$ cat src/rtl/mem_bus_ctrl_pkg.sv
// Shared types and defaults for the memory-side bus controller.
// Sequencer states, requester source codes and width defaults.
package mem_bus_ctrl_pkg;

  localparam int AW_DEF         = 16;
  localparam int DW_DEF         = 16;
  localparam int STARVE_MAX_DEF = 3;

  typedef enum logic [2:0] {
    IDLE      = 3'd0,
    RD_ACC    = 3'd1,
    RD_RESP   = 3'd2,
    WR_SETUP  = 3'd3,
    WR_PULSE  = 3'd4,
    WR_HOLD   = 3'd5
  } state_t;

  typedef enum logic {
    SRC_IF = 1'b0,
    SRC_LS = 1'b1
  } src_t;

endpackage

$ cat src/rtl/mem_bus_ctrl_arb.sv
// Fetch vs load/store arbiter with a starvation counter that forces a fetch
// grant after STARVE_MAX consecutive load/store grants taken while fetch waits.
module mem_bus_ctrl_arb #(
  parameter int STARVE_MAX = 3
) (
  input  logic CLK,
  input  logic RST,
  input  logic arb_en,
  input  logic if_req,
  input  logic ls_req,
  output logic grant_if,
  output logic grant_ls
);

  localparam int CW = $clog2(STARVE_MAX + 2);

  logic [CW-1:0] starve_cnt;
  logic          starved;

  assign starved = (starve_cnt == CW'(STARVE_MAX));

  always_comb begin
    grant_if = 1'b0;
    grant_ls = 1'b0;
    if (arb_en) begin
      if (ls_req && !(if_req && starved)) grant_ls = 1'b1;
      else if (if_req)                    grant_if = 1'b1;
    end
  end

  always_ff @(posedge CLK) begin
    if (!RST)                     starve_cnt <= '0;
    else if (!if_req || grant_if) starve_cnt <= '0;
    else if (grant_ls && !starved) starve_cnt <= starve_cnt + 1'b1;
  end

endmodule

$ cat src/rtl/mem_bus_ctrl.sv
// Memory bus controller: arbitrates fetch and load/store ports and sequences
// ADDR/WDBUS/RD/WR with one setup and one hold cycle around the write strobe.
module mem_bus_ctrl
  import mem_bus_ctrl_pkg::*;
#(
  parameter int AW         = AW_DEF,
  parameter int DW         = DW_DEF,
  parameter int STARVE_MAX = STARVE_MAX_DEF
) (
  input  logic          CLK,
  input  logic          RST,
  input  logic          IF_REQ,
  input  logic [AW-1:0] IF_ADDR,
  output logic          IF_GNT,
  output logic          IF_VALID,
  output logic [DW-1:0] IF_DATA,
  input  logic          LS_REQ,
  input  logic          LS_WE,
  input  logic [AW-1:0] LS_ADDR,
  input  logic [DW-1:0] LS_WDATA,
  output logic          LS_GNT,
  output logic          LS_VALID,
  output logic [DW-1:0] LS_RDATA,
  output logic [AW-1:0] ADDR,
  output logic [DW-1:0] WDBUS,
  output logic          RD,
  output logic          WR,
  input  logic [DW-1:0] RDBUS
);

  state_t state, state_nxt;
  src_t   src_q;
  logic   grant_if, grant_ls;
  logic   if_gnt_d, ls_gnt_d, rd_d, wr_d, if_valid_d, ls_valid_d;

  mem_bus_ctrl_arb #(.STARVE_MAX(STARVE_MAX)) u_arb (
    .CLK      (CLK),
    .RST      (RST),
    .arb_en   (state == IDLE),
    .if_req   (IF_REQ),
    .ls_req   (LS_REQ),
    .grant_if (grant_if),
    .grant_ls (grant_ls)
  );

  // Outputs are registered, so each pin reflects the state just left.
  always_comb begin
    state_nxt  = state;
    if_gnt_d   = 1'b0;
    ls_gnt_d   = 1'b0;
    rd_d       = 1'b0;
    wr_d       = 1'b0;
    if_valid_d = 1'b0;
    ls_valid_d = 1'b0;
    case (state)
      IDLE: begin
        if (grant_if) begin
          if_gnt_d  = 1'b1;
          state_nxt = RD_ACC;
        end else if (grant_ls) begin
          ls_gnt_d  = 1'b1;
          state_nxt = LS_WE ? WR_SETUP : RD_ACC;
        end
      end
      RD_ACC: begin
        rd_d      = 1'b1;
        state_nxt = RD_RESP;
      end
      RD_RESP: begin
        if (src_q == SRC_IF) if_valid_d = 1'b1;
        else                 ls_valid_d = 1'b1;
        state_nxt = IDLE;
      end
      WR_SETUP: state_nxt = WR_PULSE;
      WR_PULSE: begin
        wr_d      = 1'b1;
        state_nxt = WR_HOLD;
      end
      WR_HOLD: begin
        ls_valid_d = 1'b1;
        state_nxt  = IDLE;
      end
      default: state_nxt = IDLE;
    endcase
  end

  always_ff @(posedge CLK) begin
    if (!RST) begin
      state    <= IDLE;
      src_q    <= SRC_IF;
      ADDR     <= '0;
      WDBUS    <= '0;
      RD       <= 1'b0;
      WR       <= 1'b0;
      IF_GNT   <= 1'b0;
      LS_GNT   <= 1'b0;
      IF_VALID <= 1'b0;
      LS_VALID <= 1'b0;
      IF_DATA  <= '0;
      LS_RDATA <= '0;
    end else begin
      state    <= state_nxt;
      RD       <= rd_d;
      WR       <= wr_d;
      IF_GNT   <= if_gnt_d;
      LS_GNT   <= ls_gnt_d;
      IF_VALID <= if_valid_d;
      LS_VALID <= ls_valid_d;
      if (grant_if) begin
        ADDR  <= IF_ADDR;
        src_q <= SRC_IF;
      end else if (grant_ls) begin
        ADDR  <= LS_ADDR;
        src_q <= SRC_LS;
        if (LS_WE) WDBUS <= LS_WDATA;
      end
      // RD is high throughout RD_RESP, so RDBUS is settled at this edge.
      if (state == RD_RESP) begin
        if (src_q == SRC_IF) IF_DATA  <= RDBUS;
        else                 LS_RDATA <= RDBUS;
      end
    end
  end

endmodule

$ cat config.mk
export PLATFORM = sky130hd
export DESIGN_NAME = mem_bus_ctrl
export DESIGN_NICKNAME = d
export VERILOG_FILES = /design/src/rtl/mem_bus_ctrl_pkg.sv /design/src/rtl/mem_bus_ctrl_arb.sv /design/src/rtl/mem_bus_ctrl.sv
export SDC_FILE = /design/constraint.sdc
export NUM_CORES = 1
export LEC_CHECK = 0
export CORE_AREA = 5 5 117 119
export CTS_BUF_LIST = sky130_fd_sc_hd__clkbuf_2
export CTS_CLUSTER_SIZE = 14
export DETAILED_ROUTE_END_ITERATION = 16
export DIE_AREA = 0 0 122 124
export PLACE_DENSITY = 0.6
export SLEW_MARGIN = 5
export SYNTH_ARGS = -nofsm -noshare
export SYNTH_HDL_FRONTEND = slang
export SYNTH_SLANG_ARGS = --single-unit
$ cat constraint.sdc
create_clock -name CLK -period 1.8 [get_ports CLK]
set_clock_uncertainty 0.15 [all_clocks]
set_input_delay 0.54 -clock CLK [delete_from_list [all_inputs] [get_ports CLK]]
set_output_delay 0.54 -clock CLK [all_outputs]
set_load 0.02 [all_outputs]
==> metrics <==
syn avg cell area 8.71 µm²; Cells after Synth between 300 and 400; slew margin rel. 0.668; Post-route DRC 0; leak pwr 0.00196 µW; Core Region roughly 12,000 µm²; via count 2,960; GR Util All Layers 0.131; Post-Route WL 10.2 mm; CP Launch Type register; Post-synth EDFFs 0; Worst-Margin Slew 0.498 ns; top_reg_cell synth dfxtp_1; Clk pin slew, worst setup/hold paths around 0.21 ns; worst-path cell chain buf_2; Post-Syn Nets 420; worst endpoint required time around 1.1 ns; initial antenna violation count 1; crit path DAT 1.06 ns; DR iter-0 viols 195; Final Critical Period 1.75 ns; vias per cell ~4.4; nets@finish 559; unrepaired setup endpoints after global routing yes; Synth Area in Compound Gates 0.159; Peak VDD IR 0.281 mV; Die Y 124 µm; # rows 41; largest family of logic cells by synthesized area simple AND/OR/NAND/NOR gates; clock latency on the worst-skew pair 0.53 ns; Hold Vio Cnt, Final 0; CTS buffer count 9; Final Max Slew Viols 0; synth-to-layout area growth 59.4%; cts hold-fix bufs 0; simple-gate area share of the yosys netlist 0.211; Max-Cap Viols 0; Sinks on Clock Net 77; Post-DRT Antenna Nets 0; Post-Place Setup Slack -0.440 ns; H-tree depth 3; HP Class in -> reg; power per cell area 807 nW/µm²; xor/xnor share of the synthesized area 0; Ports 139; GPL Wtd Cong 0.765; final core occ 0.389; CP delay by family, top flip-flops; Adder-Cell Fraction of Synth Area 0.00823; Synth cell types 36; Synth Register Bits 77; mux contribution to synthesized area 0.0527; Die Area 15,100 µm²; outcome finished clean; setup TNS 0 ns; Die Wd 122 µm; Initial Utilization 0.244; Period Utilization, post-route 0.972; Critical Path Slowest Stage Cell dfxtp_2; critical path type reg -> out; Overflow after GRT 0; fmax 0.571 GHz; CTS tree built; drt first pass iters 4; Longest Clk Path Bufs 2; Fillers 1,269; share of cells above drive strength 1 0.377; vias in the first global route 2,873; global-route wire length before repair 15.5 mm; Crit. End Element primary output; IO Port Bufs 138; Reg area 1620 µm²; register area share after synthesis 0.507; largest net degree at the start of global routing 75; area of the multi-input gates 1340 µm²; FFs w/ async S/R, synth 0; DPL Wire Length 7.29 mm; routed length per instance approximately 15 µm; Finish-stage setup viols 0; Cell Area, Synth 3040 µm²; YS warnings 0; Bufs and invs on worst path 1; Critical Path Max Stage Delay 0.37 ns; Worst Path Max Fanout 2; root buf cell clkbuf_2; setup ws final between 0.04 and 0.05 ns
[flip-flops by register name (all words and copies together) (netlist names)]
signal,flops
state,3
IF_GNT,1
WDBUS,16
u_arb.starve_cnt,3
LS_VALID,1
src_q,1
WR,1
LS_GNT,1
IF_DATA,16
RD,1
IF_VALID,1
LS_RDATA,16
ADDR,16
[worst paths after layout]
path	startpoint	endpoint	slack (ns)	cells after the start
worst max-delay path	ADDR[15]	ADDR[15]	0.05	1
worst min-delay path	RST	WR	0.23	4
worst max register to register	u_arb.starve_cnt[1]	WDBUS[5]	0.11	6
worst min register to register	IF_DATA[6]	IF_DATA[6]	0.32	2
[cell type report]
class                      instances  area share
multi-input combinational        233       0.277
clock inverter                     7      0.0165
sequential                        77       0.335
tap                              172      0.0444
clock buffer                       9     0.00930
inverter                           4     0.00310
timing repair buffer             163       0.314
antenna                            1    0.000517
[timing repair]
action                                  CTS  global route
gates resized for setup                 348            93
gates cloned                              1             0
endpoints found under the setup margin   86            73
setup buffers                             1             6
pin swaps                                 1             2
[through the flow]
step / hold slack (ns) / std cells / instance area (µm²) / total power [µW]
CTS: 0.191 / 659 / 4570 / 3860
finish: 0.235 / 666 / 4840 / 3910
global route: 0.205 / 666 / 4840 / 4100
floorplan: 0.282 / 349 / 3040 / 2380
global placement: 0.289 / 641 / 4640 / 2860
detailed placement: 0.299 / 641 / 4640 / 2870
[per-layer routing]
metal / GRT usage / vias up / share of wire
li1: - / 1494 / -
met1: 0.164 / 1370 / 0.43
met2: 0.217 / 81 / 0.50
met3: 0.0236 / 15 / 0.049
met4: 0.0672 / 0 / 0.018
met5: 0 / - / 0
[synth_stat cells (2+ instances only)]
cell type	n	share of area
clkbuf_1	19	0.023
o21ai_0	16	0.026
buf_2	8	0.013
o32ai_1	16	0.046
buf_4	2	0.0049
mux2i_1	16	0.053
buf_1	3	0.0037
nand3b_1	2	0.0049
a21oi_1	3	0.0049
o21ai_1	16	0.026
nand2_1	86	0.11
dfxtp_1	77	0.51
ha_1	2	0.0082
nand3_1	33	0.054
nor3_1	4	0.0066
inv_1	4	0.0049
a22oi_1	16	0.040
buf_6	3	0.011
nor2_1	6	0.0074
[tightest hold or removal path, cell delays in order]
cell and delay, ns:
buf_4 0.14, nand2b_4 0.07, buf_4 0.12, nor2_1 0.05
[where the power goes]
group	switching, µW	internal, µW
combinational	471	465
sequential	75.8	1850
clock	606	440
[cells in the final DEF, fill, tap and decap left out, drive strengths merged]
master,instances
nor3b,1
nand3b,2
a211oi,1
nor2b,1
nor3,5
clkdlybuf4s50,67
o21ai,32
o22a,1
clkinv,5
dfxtp,77
and3,1
nand2,86
or4b,1
a21oi,3
bufinv,2
a22oi,16
or4,1
nand2b,2
a21boi,1
nor4,1
clkbuf,9
and4bb,1
inv,4
or3,1
a21bo,1
nand3,33
mux2i,16
diode,1
ha,2
nor2,6
a31o,1
o32ai,16
a31oi,1
buf,96
[kinds of logic (layout without fill, tap and decap cells)]
group / Yosys count / count (layout)
flops: 77 / 77
fa+ha+maj: 2 / 2
buf+inv: 39 / 183
mux: 16 / 16
other cells: 0 / 1
simple gates: 142 / 142
compound gates: 73 / 73
Note: power is estimated with default switching activity, not from simulation.
==> RTL change (same flow settings) <==
Encoding of `state_t`: now one-hot (6 bits for 6 states).
--- a/src/rtl/mem_bus_ctrl_pkg.sv
+++ b/src/rtl/mem_bus_ctrl_pkg.sv
@@ -8,9 +8,9 @@
 
-  typedef enum logic [2:0] {
-    IDLE      = 3'd0,
-    RD_ACC    = 3'd1,
-    RD_RESP   = 3'd2,
-    WR_SETUP  = 3'd3,
-    WR_PULSE  = 3'd4,
-    WR_HOLD   = 3'd5
+  typedef enum logic [5:0] {
+    IDLE      = 6'b000001,
+    RD_ACC    = 6'b000010,
+    RD_RESP   = 6'b000100,
+    WR_SETUP  = 6'b001000,
+    WR_PULSE  = 6'b010000,
+    WR_HOLD   = 6'b100000
   } state_t;
Formal check against the unedited RTL: no difference found for any inputs over 10 cycles, from zero or initial values and one cycle with RST low; not proved beyond that.
==> RTL change against the original RTL <==
- the flow now finishes with violations (setup timing)
- cell area grew 21%
- via count grew 14%
- routed wire length grew 11%
- setup slack lost 210 ps
- total power grew 10%
- synthesized area grew 9.6%
- sequential cell count grew 3
- critical path type is now flop to flop
==> RTL change: results (changes against the original RTL) <==
* Synth Area in Adders at 0.007513 (-0.0007207)
* Switching pwr at 1.277 mW (+11%)
* Post-synth cell types at 40 (+11%)
* Total Neg Setup Slack at -4355 ps (-4355 ps)
* Hold_ws at 272.0 ps (+37.27 ps)
* Layout cells sized above 1 at 0.4510 (+0.07373)
* Setup WS post-layout at -159.1 ps (-208.6 ps)
* R2r endpoint: IF_DATA[10]
* Via Count at 3,379 (+14%)
* CP max stage delay at 420 ps (+50 ps)
* Sequential-to-total area share from yosys stat at 0.4808 (-0.02636)
* R2R Path Start: state[1]
* Number of global-route vias before repair at 3,215 (+12%)
* Final wirelength at 11.31 mm (+11%)
* Sequential share of power at 0.461 (-0.032)
* Post-cts resize count at 423 (+22%)
* Post-placement cell count at 670 (+4.5%)
* Met1 Use GR at 0.1825 (+0.01863)
* Final setup viols at 41 (+41)
* Crit path arrival time at 2260 ps (+1200 ps)
* CTS clock-pin slew for the worst setup and hold paths at 250 ps (+40 ps)
* Mux cell area share after synthesis at 0.1443 (+0.09156)
* Post-DP HPWL at 7.292 mm (about the same)
* Met3 WL at 898 µm (+78%)
* Fraction of power spent switching nets at 0.2971 (+0.002244)
* Failing checks: setup timing
* Initial antenna violation count at 0 (-1)
* Synth area leaders: dfxtp_1, mux2i_1, nand2_1
* Met1 Wirelength at 5.013 mm (+15%)
* Status: complete, but fails checks
* Complex-gate fraction of the synthesized area at 0.1225 (-0.03686)
* Post-Place Worst Slack at -498.6 ps (-58.52 ps)
* Largest net degree at the start of global routing at 86 (+15%)
[RTL change: cell types whose count changed in the layout (fill, tap and decap cells not counted), moves of 6 or more]
cell	change
buf_6	+55
mux2i_1	+32
buf_4	-22
nand3_1	-16
o21ai_1	-16
o32ai_1	-16
a22oi_1	-15
a311oi_1	+12
a31oi_2	+6
buf_2	-6
[RTL change: area by class of cell]
cell class	instances	area [µm²]	area share
timing repair buffer	193	2016	0.3443
multi-input combinational	247	1768	0.3020
sequential	80	1703	0.2909
tap	172	215.2	0.03676
clock inverter	6	83.83	0.01432
clock buffer	10	50.05	0.008549
inverter	5	18.77	0.003206
[RTL change: cells by family (layout without fill, tap and decap cells)]
family	count (synthesis)	in the layout
xor+xnor	1	1
flops	80	80
buf+inv	40	214
mux	48	48
fa+ha+maj	2	2
compound gates	62	62
simple gates	132	134
[RTL change: critical path, delay by kind of cell (launching register included)]
kind	cells	cell delay, ps
flip-flops	1	420
AND/OR/NAND/NOR	2	650
multiplexers	1	200
buffers and inverters	3	440
